`src/rtl/ram_loader_pkg.sv`:
```
`default_nettype none
// ============================================================================
// ram_loader_pkg : FSM states, host command codes and header length shared by
//                  the RAM byte loader and anything that talks to it.
// Revision       : 1.0
// ============================================================================
package ram_loader_pkg;

   typedef enum logic [2:0] {
      IDLE      = 3'd0,
      HDR       = 3'd1,
      WR_DATA   = 3'd2,
      WR_COMMIT = 3'd3,
      RD_ADDR   = 3'd4,
      RD_DATA   = 3'd5,
      RD_SEND   = 3'd6
   } state_t;

   localparam logic [7:0] C_CMD_WR_IRAM = 8'h2A;
   localparam logic [7:0] C_CMD_WR_DRAM = 8'h2B;
   localparam logic [7:0] C_CMD_RD_IRAM = 8'h3A;
   localparam logic [7:0] C_CMD_RD_DRAM = 8'h3B;

   // Address (4 bytes) plus length (2 bytes) following the command byte.
   localparam logic [2:0] C_HDR_LEN = 3'd6;

   function automatic logic is_valid_cmd(input logic [7:0] b);
      return (b == C_CMD_WR_IRAM) || (b == C_CMD_WR_DRAM) ||
             (b == C_CMD_RD_IRAM) || (b == C_CMD_RD_DRAM);
   endfunction

endpackage
`default_nettype wire

```
`src/rtl/ram_loader.sv`:
```
`default_nettype none
// ============================================================================
// ram_loader : framed host byte stream -> IRAM/DRAM loader port writes and
//              byte readback through the RAM's 8-bit read port.
// Revision   : 1.0
// ============================================================================
module ram_loader
   import ram_loader_pkg::*;
#(
   parameter int XLEN = 32
) (
   input  logic            clk_i,
   input  logic            rst_i,
   input  logic [7:0]      rx_data_i,
   input  logic            rx_valid_i,
   output logic            rx_ready_o,
   output logic [7:0]      tx_data_o,
   output logic            tx_valid_o,
   input  logic            tx_ready_i,
   output logic            iram_rd_sel_o,
   output logic            iram_wr_sel_o,
   output logic            dram_rd_sel_o,
   output logic            dram_wr_sel_o,
   output logic [XLEN-1:0] ram_rd_addr_o,
   output logic [XLEN-1:0] ram_wr_addr_o,
   output logic [XLEN-1:0] ram_wr_data_o,
   output logic [3:0]      ram_wr_byte_en_o,
   input  logic [7:0]      ram_rd_data_i,
   output logic            busy_o
);

   state_t           r_state;
   logic [XLEN-1:0]  r_addr;
   logic [15:0]      r_len;
   logic [15:0]      r_cnt;
   logic [2:0]       r_hdr_cnt;
   logic             r_is_read;
   logic             r_is_dram;

   logic             w_rx_fire;
   logic             w_tx_fire;
   logic             w_last;
   logic [XLEN+15:0] w_hdr_next;
   logic [XLEN-1:0]  w_addr_inc;

   assign w_rx_fire  = rx_valid_i && rx_ready_o;
   assign w_tx_fire  = tx_valid_o && tx_ready_i;
   assign w_last     = (r_cnt == 16'd0);
   // Address and length form one shift register; the final header byte
   // completes both, so the look-ahead value seeds the first access.
   assign w_hdr_next = {r_addr[XLEN-9:0], r_len, rx_data_i};
   assign w_addr_inc = r_addr + 1'b1;
   assign busy_o     = (r_state != IDLE);

   always_ff @(posedge clk_i or posedge rst_i) begin
      if (rst_i) begin
         r_state          <= IDLE;
         r_addr           <= '0;
         r_len            <= '0;
         r_cnt            <= '0;
         r_hdr_cnt        <= '0;
         r_is_read        <= 1'b0;
         r_is_dram        <= 1'b0;
         rx_ready_o       <= 1'b0;
         tx_data_o        <= '0;
         tx_valid_o       <= 1'b0;
         iram_rd_sel_o    <= 1'b0;
         iram_wr_sel_o    <= 1'b0;
         dram_rd_sel_o    <= 1'b0;
         dram_wr_sel_o    <= 1'b0;
         ram_rd_addr_o    <= '0;
         ram_wr_addr_o    <= '0;
         ram_wr_data_o    <= '0;
         ram_wr_byte_en_o <= '0;
      end else begin
         iram_wr_sel_o    <= 1'b0;
         dram_wr_sel_o    <= 1'b0;
         ram_wr_byte_en_o <= '0;
         case (r_state)
            IDLE: begin
               rx_ready_o <= 1'b1;
               if (w_rx_fire && is_valid_cmd(rx_data_i)) begin
                  r_state   <= HDR;
                  r_hdr_cnt <= '0;
                  r_is_read <= (rx_data_i == C_CMD_RD_IRAM) || (rx_data_i == C_CMD_RD_DRAM);
                  r_is_dram <= (rx_data_i == C_CMD_WR_DRAM) || (rx_data_i == C_CMD_RD_DRAM);
               end
            end
            HDR: begin
               if (w_rx_fire) begin
                  {r_addr, r_len} <= w_hdr_next;
                  r_hdr_cnt       <= r_hdr_cnt + 3'd1;
                  if (r_hdr_cnt == C_HDR_LEN - 3'd1) begin
                     r_cnt <= w_hdr_next[15:0];
                     if (r_is_read) begin
                        r_state       <= RD_ADDR;
                        rx_ready_o    <= 1'b0;
                        iram_rd_sel_o <= !r_is_dram;
                        dram_rd_sel_o <= r_is_dram;
                        ram_rd_addr_o <= w_hdr_next[XLEN+15:16];
                     end else begin
                        r_state <= WR_DATA;
                     end
                  end
               end
            end
            WR_DATA: begin
               if (w_rx_fire) begin
                  r_state          <= WR_COMMIT;
                  rx_ready_o       <= 1'b0;
                  iram_wr_sel_o    <= !r_is_dram;
                  dram_wr_sel_o    <= r_is_dram;
                  ram_wr_addr_o    <= r_addr;
                  ram_wr_data_o    <= {(XLEN/8){rx_data_i}};
                  ram_wr_byte_en_o <= 4'b0001 << r_addr[1:0];
               end
            end
            WR_COMMIT: begin
               r_addr     <= w_addr_inc;
               rx_ready_o <= 1'b1;
               if (w_last) begin
                  r_state <= IDLE;
               end else begin
                  r_cnt   <= r_cnt - 16'd1;
                  r_state <= WR_DATA;
               end
            end
            RD_ADDR: begin
               r_state <= RD_DATA;
            end
            RD_DATA: begin
               r_state       <= RD_SEND;
               iram_rd_sel_o <= 1'b0;
               dram_rd_sel_o <= 1'b0;
               tx_data_o     <= ram_rd_data_i;
               tx_valid_o    <= 1'b1;
            end
            RD_SEND: begin
               if (w_tx_fire) begin
                  tx_valid_o <= 1'b0;
                  r_addr     <= w_addr_inc;
                  if (w_last) begin
                     r_state    <= IDLE;
                     rx_ready_o <= 1'b1;
                  end else begin
                     r_cnt         <= r_cnt - 16'd1;
                     r_state       <= RD_ADDR;
                     iram_rd_sel_o <= !r_is_dram;
                     dram_rd_sel_o <= r_is_dram;
                     ram_rd_addr_o <= w_addr_inc;
                  end
               end
            end
            default: begin
               r_state    <= IDLE;
               rx_ready_o <= 1'b0;
            end
         endcase
      end
   end

endmodule
`default_nettype wire

```
`config.mk`:
```
export PLATFORM = sky130hd
export DESIGN_NAME = ram_loader
export DESIGN_NICKNAME = d
export VERILOG_FILES = /design/src/rtl/ram_loader_pkg.sv /design/src/rtl/ram_loader.sv
export SDC_FILE = /design/constraint.sdc
export NUM_CORES = 1
export LEC_CHECK = 0
export CORE_ASPECT_RATIO = 1.1
export CORE_MARGIN = 2
export CORE_UTILIZATION = 30
export CTS_BUF_LIST = sky130_fd_sc_hd__clkbuf_4
export DETAILED_ROUTE_END_ITERATION = 8
export GPL_TIMING_DRIVEN = 0
export SLEW_MARGIN = 20
export SYNTH_ARGS = -nofsm -noshare
export SYNTH_HDL_FRONTEND = slang
export SYNTH_SLANG_ARGS = --single-unit
```
`constraint.sdc`:
```
create_clock -name clk_i -period 5.8 [get_ports clk_i]
set_input_delay 1.16 -clock clk_i [delete_from_list [all_inputs] [get_ports clk_i]]
set_output_delay 1.16 -clock clk_i [all_outputs]
set_load 0.03 [all_outputs]
```
Word-level counts from Yosys, hierarchy flattened --
Index checks and enable logic that the tools add are counted.
Storage, ports and cells: output and inout bits 115, word-level logic and storage cells 125, register bits 186, input port bits 20
Operators by class: add/subtract/negate cells 3, reduce and logical (&&, ||, !) cells 30, shifts and indexed selects 1, mux-type cells 53, bitwise gates (word level) 1, equal/unequal tests 19
Operators by type and width (count):
- $mux 32 | 7
- $pmux 32 s3 | 1
- $mux 16 | 4
- $pmux 32 s2 | 1
- $pmux 16 s3 | 1
- $add 32x1->32 const B | 1
- $eq 8x6->1 const B | 4
- $mux 3 | 9
- $mux 1 | 21
- $pmux 3 s7 | 1
- $logic_not 16->1 | 1
- $ne 2x2->1 const B | 8
- $sub 16x1->16 const B | 1
- $eq 3x3->1 const B | 4
- $reduce_and 6->1 | 2
- $reduce_bool 3->1 | 3
- $mux 4 | 2
- $reduce_and 2->1 | 4
- $reduce_and 7->1 | 1
- $eq 3x2->1 const B | 2
- $pmux 1 s3 | 2
- $pmux 3 s2 | 1
- $reduce_and 3->1 | 2
- $reduce_bool 2->1 | 3
- other kinds (14) | 21

Longest topological paths before layout --
depth after elaboration 7, gate-level depth with buffers 9, gate-level depth less buffers 7

Worst setup path after synthesis --
OpenSTA, ideal clock, no wires.
path type input to register, start point input rx_data_i[2], end point register r_len[0], arrival time 2676 ps, stages on the path 6, buffers on the path 1, library setup time 125 ps, slack 2999 ps, required time 5675 ps, cell sequence nand4b_1 > nor3_1 > o21ai_0 > nor2_2 > buf_4 > mux2_2
RTL lines:
- start: declaration | line ram_loader.sv:14 | input logic [7:0] rx_data_i,
- end signal: assignment | line ram_loader.sv:91 | {r_addr, r_len} <= w_hdr_next;
- end: declaration | line ram_loader.sv:34 | logic [15:0] r_len;

Final worst setup path --
start point register r_state[1], end point output busy_o
Between the ends: cells in the longest elaborated chain, start to end 1
Ends and longest elaborated chain:
- start: declaration | line ram_loader.sv:32 | state_t r_state;
- start signal: assignment | line ram_loader.sv:57 | r_state <= IDLE;
- start signal: assignment | line ram_loader.sv:83 | r_state <= HDR;
- start signal: assignment | line ram_loader.sv:96 | r_state <= RD_ADDR;
- $reduce_bool 3->1 | line ram_loader.sv:53 | assign busy_o = (r_state != IDLE);
- end: declaration | line ram_loader.sv:29 | output logic busy_o
Every way passes these cells.

==> results.yml <==
synth:
  syn-cell-area_sq_um: 8458
  synth_seq_cells: 162
  yosys_warnings: 0
  yosysSeqAreaShare: 0.4793
  synthCells: 841
  synth_fa_ha_area_frac: 0.01183
  synthesis.nets: 869
  synth_xor_area_frac: 0.03210
  netlist.area_leader.share: 0.4793
  synth_compound_area_frac: 0.1494
  synth-simple-area-share: 0.1598
  synth_edf_count: 0
  synth_top_family_by_area: "simple AND/OR/NAND/NOR gates"
  postSynthAreaPerCell_sq_um: 10.06
  yosysUniqueCellTypes: 67
  synth_top_cell_by_area: "dfrtp_1"
  ys_async_sr_fraction: 1.000
  synth_area_leaders: "dfrtp_1 (48%), mux2_2 (9.3%), nand2_1 (4.1%)"
  synth_mux_area_frac: 0.1040
  synthFlopType: "dfrtp_1"
finish:
  drive_above_1_share: 0.1786
  finalCoreUtilization: 0.3812
  fin_area_sq_um: 10590
  fin_nets: 1023
  fillers: 2795
  area.growth.synth_to_final_pct: 25.22
cts:
  h-tree-depth: 4
  cts_root_buf: "clkbuf_4"
  cts_setup_buffers: 0
  cts_resized: 0
  clk_latency_ns: 0.61
  cts_made_buffers: 17
  cts_tree: "done"
  cts.sinks: 162
  clockBufferDepth: 2
  clk_pin_slew_ns: 0.14
  cts-hold-fix-buffers: 0
worst_hold_path:
  hold_path.class: "flip-flop to flip-flop"
critical_path:
  crit_required_ns: 4.64
  cp_slowest_stage_delay_ns: 0.62
  path_buf_inv: 3
  cp_cell_sequence: "clkbuf_1 > buf_2 > or3_1 > clkdlybuf4s50_1"
  end_kind: "output port"
  cp.arrival_ns: 2.40
  crit_path_max_fanout: 10
  crit_family: "buffers and inverters"
  cp-start-kind: "flip-flop"
  slowest_stage: "clkdlybuf4s50_1"
  worstSetupPathType: "flip-flop to output port"
timing:
  skew_ns: 0.02820
  finalHoldViolCount: 0
  fmax_mhz: 281.0
  slew_headroom: 0.4453
  setup_viol: 0
  finalMaxSlewViolations: 0
  rsz0062_at_grt: "no"
  tns_ns: 0
  worst_pin_slew_ns: 0.8320
  min_period_ns: 3.558
  fin_crit_sh: 0.6135
placement:
  place_hpwl_microns: 18720
  port_buffers: 134
  globalplace.congestion: 0.8776
  dpl-instance-area_sq_um: 10290
grt:
  antenna_found_initial: 1
  grt_pass1_wl_microns: 40990
  grtUsageTotal: 0.1788
  gr-total-overflow: 0
  grt_pass1_vias: 7015
  grt_max_degree: 95
detailed_routing:
  dr.pass1.iters: 5
  wl_met2_microns: 13020
  wl_per_cell_microns: 19.02
  drtIter0Drc: 585
  ant_nets: 0
  drc: 0
  wl_met1_microns: 11010
  wl_microns: 26100
  num_vias: 7137
  drt-vias-per-instance: 5.202
  met3_length_microns: 1391
  highest_layer: "met4"
flow_run:
  maxCapViolations: 0
run_status:
  outcome: "finished clean"
floorplan:
  die_x_microns: 164.1
  core_sq_um: 27790
  chipHeight_microns: 180.1
  ios: 135
  initial_core_util: 0.3044
  rows: 64
  die_area_sq_um: 29550
power:
  p_leak_nw: 4.388
  peakVddDrop_v: 0.0002503
  p_total_mw: 5.804
  p_per_area_nw_per_um2: 548.0
worst paths after layout:
kind | slack, ns | cells after the start | startpoint | end
worst max-delay path | 2.24 | 4 | r_state[1] | busy_o
worst min-delay path | 0.49 | 2 | ram_rd_addr_o[0] | ram_rd_addr_o[0]
worst max register to register | 2.82 | 8 | r_cnt[0] | ram_rd_addr_o[5]
worst min register to register | 0.49 | 2 | ram_rd_addr_o[0] | ram_rd_addr_o[0]
max in group asynchronous | 3.93 | 3 | rst_i | ram_wr_addr_o[20]
min in group asynchronous | 1.07 | 2 | rst_i | r_addr[3]
report_power, final:
group / internal [mW] / switching, mW / total (mW)
combinational: 1.31 / 1.89 / 3.20
clock: 0.301 / 0.433 / 0.733
sequential: 1.54 / 0.326 / 1.87
per-layer routing:
layer,global-route usage,up-vias
met5,0,-
met4,0.06702,0
met3,0.03245,45
met2,0.2994,258
met1,0.2285,3530
li1,-,3304
registers in the layout (all words and copies together) (netlist names):
signal,flops
r_addr,32
ram_rd_addr_o,32
ram_wr_addr_o,32
r_cnt,16
r_len,16
ram_wr_data_o,8
tx_data_o,8
ram_wr_byte_en_o,4
r_hdr_cnt,3
r_state,3
dram_rd_sel_o,1
dram_wr_sel_o,1
iram_rd_sel_o,1
iram_wr_sel_o,1
r_is_dram,1
r_is_read,1
rx_ready_o,1
tx_valid_o,1
cell families (layout without fill, tap and decap cells):
kind of cell	Yosys count	count (layout)
xor+xnor	31	31
buf+inv	105	272
mux	79	79
fa+ha+maj	8	8
compound gates	197	197
other cells	0	1
simple gates	259	259
flops	162	162
cells in the mapped netlist, types with 12 or more instances:
master / instances
a21oi_1: 50
and3_1: 12
buf_2: 30
buf_4: 28
clkbuf_1: 30
dfrtp_1: 162
inv_1: 12
mux2_2: 70
nand2_1: 92
nand3_1: 20
nand4_1: 14
nor2_1: 46
nor3_1: 16
o21ai_0: 57
o221ai_1: 13
xor2_1: 22
through the flow:
stage	hold slack, ns	setup slack, ns	cells
2_1_floorplan	0.4528	0.2634	841
3_3_place_gp	0.4663	-2.268	1338
3_5_place_dp	0.4706	1.769	1339
4_1_cts	0.5034	2.204	1371
5_1_grt	0.5213	2.125	1372
6_report	0.4927	2.242	1372
final cells by class:
class | count | area (sq um) | area share
diodes | 1 | 2.502 | 0.0002363
repair buffers | 135 | 1369 | 0.1292
inverters | 12 | 52.55 | 0.004962
clock inverters | 14 | 165.2 | 0.01559
clock buffers | 18 | 135.1 | 0.01276
multi-input cells | 574 | 3866 | 0.3650
flip-flops and latches | 162 | 4054 | 0.3828
plain buffers | 93 | 493.0 | 0.04654
well taps | 363 | 454.2 | 0.04288
worst reg2reg max path: cells and delay by family (launching register included):
kind	cells	cell delay (ns)
flops	1	0.44
simple gates	2	0.87
buf+inv	2	0.54
fa+ha+maj	1	0.17
compound gates	3	0.88
cells in the final DEF, fill, tap and decap left out, types with 16 or more instances in the layout:
cell type,netlist,final
a21oi_1,50,50
buf_2,30,30
buf_4,28,28
clkbuf_1,30,30
clkbuf_4,0,18
clkdlybuf4s50_1,0,134
dfrtp_1,162,162
mux2_2,70,70
nand2_1,92,92
nand3_1,20,20
nor2_1,46,46
nor3_1,16,16
o21ai_0,57,57
xor2_1,22,22
No activity file was read; power rests on OpenSTA's default activity.
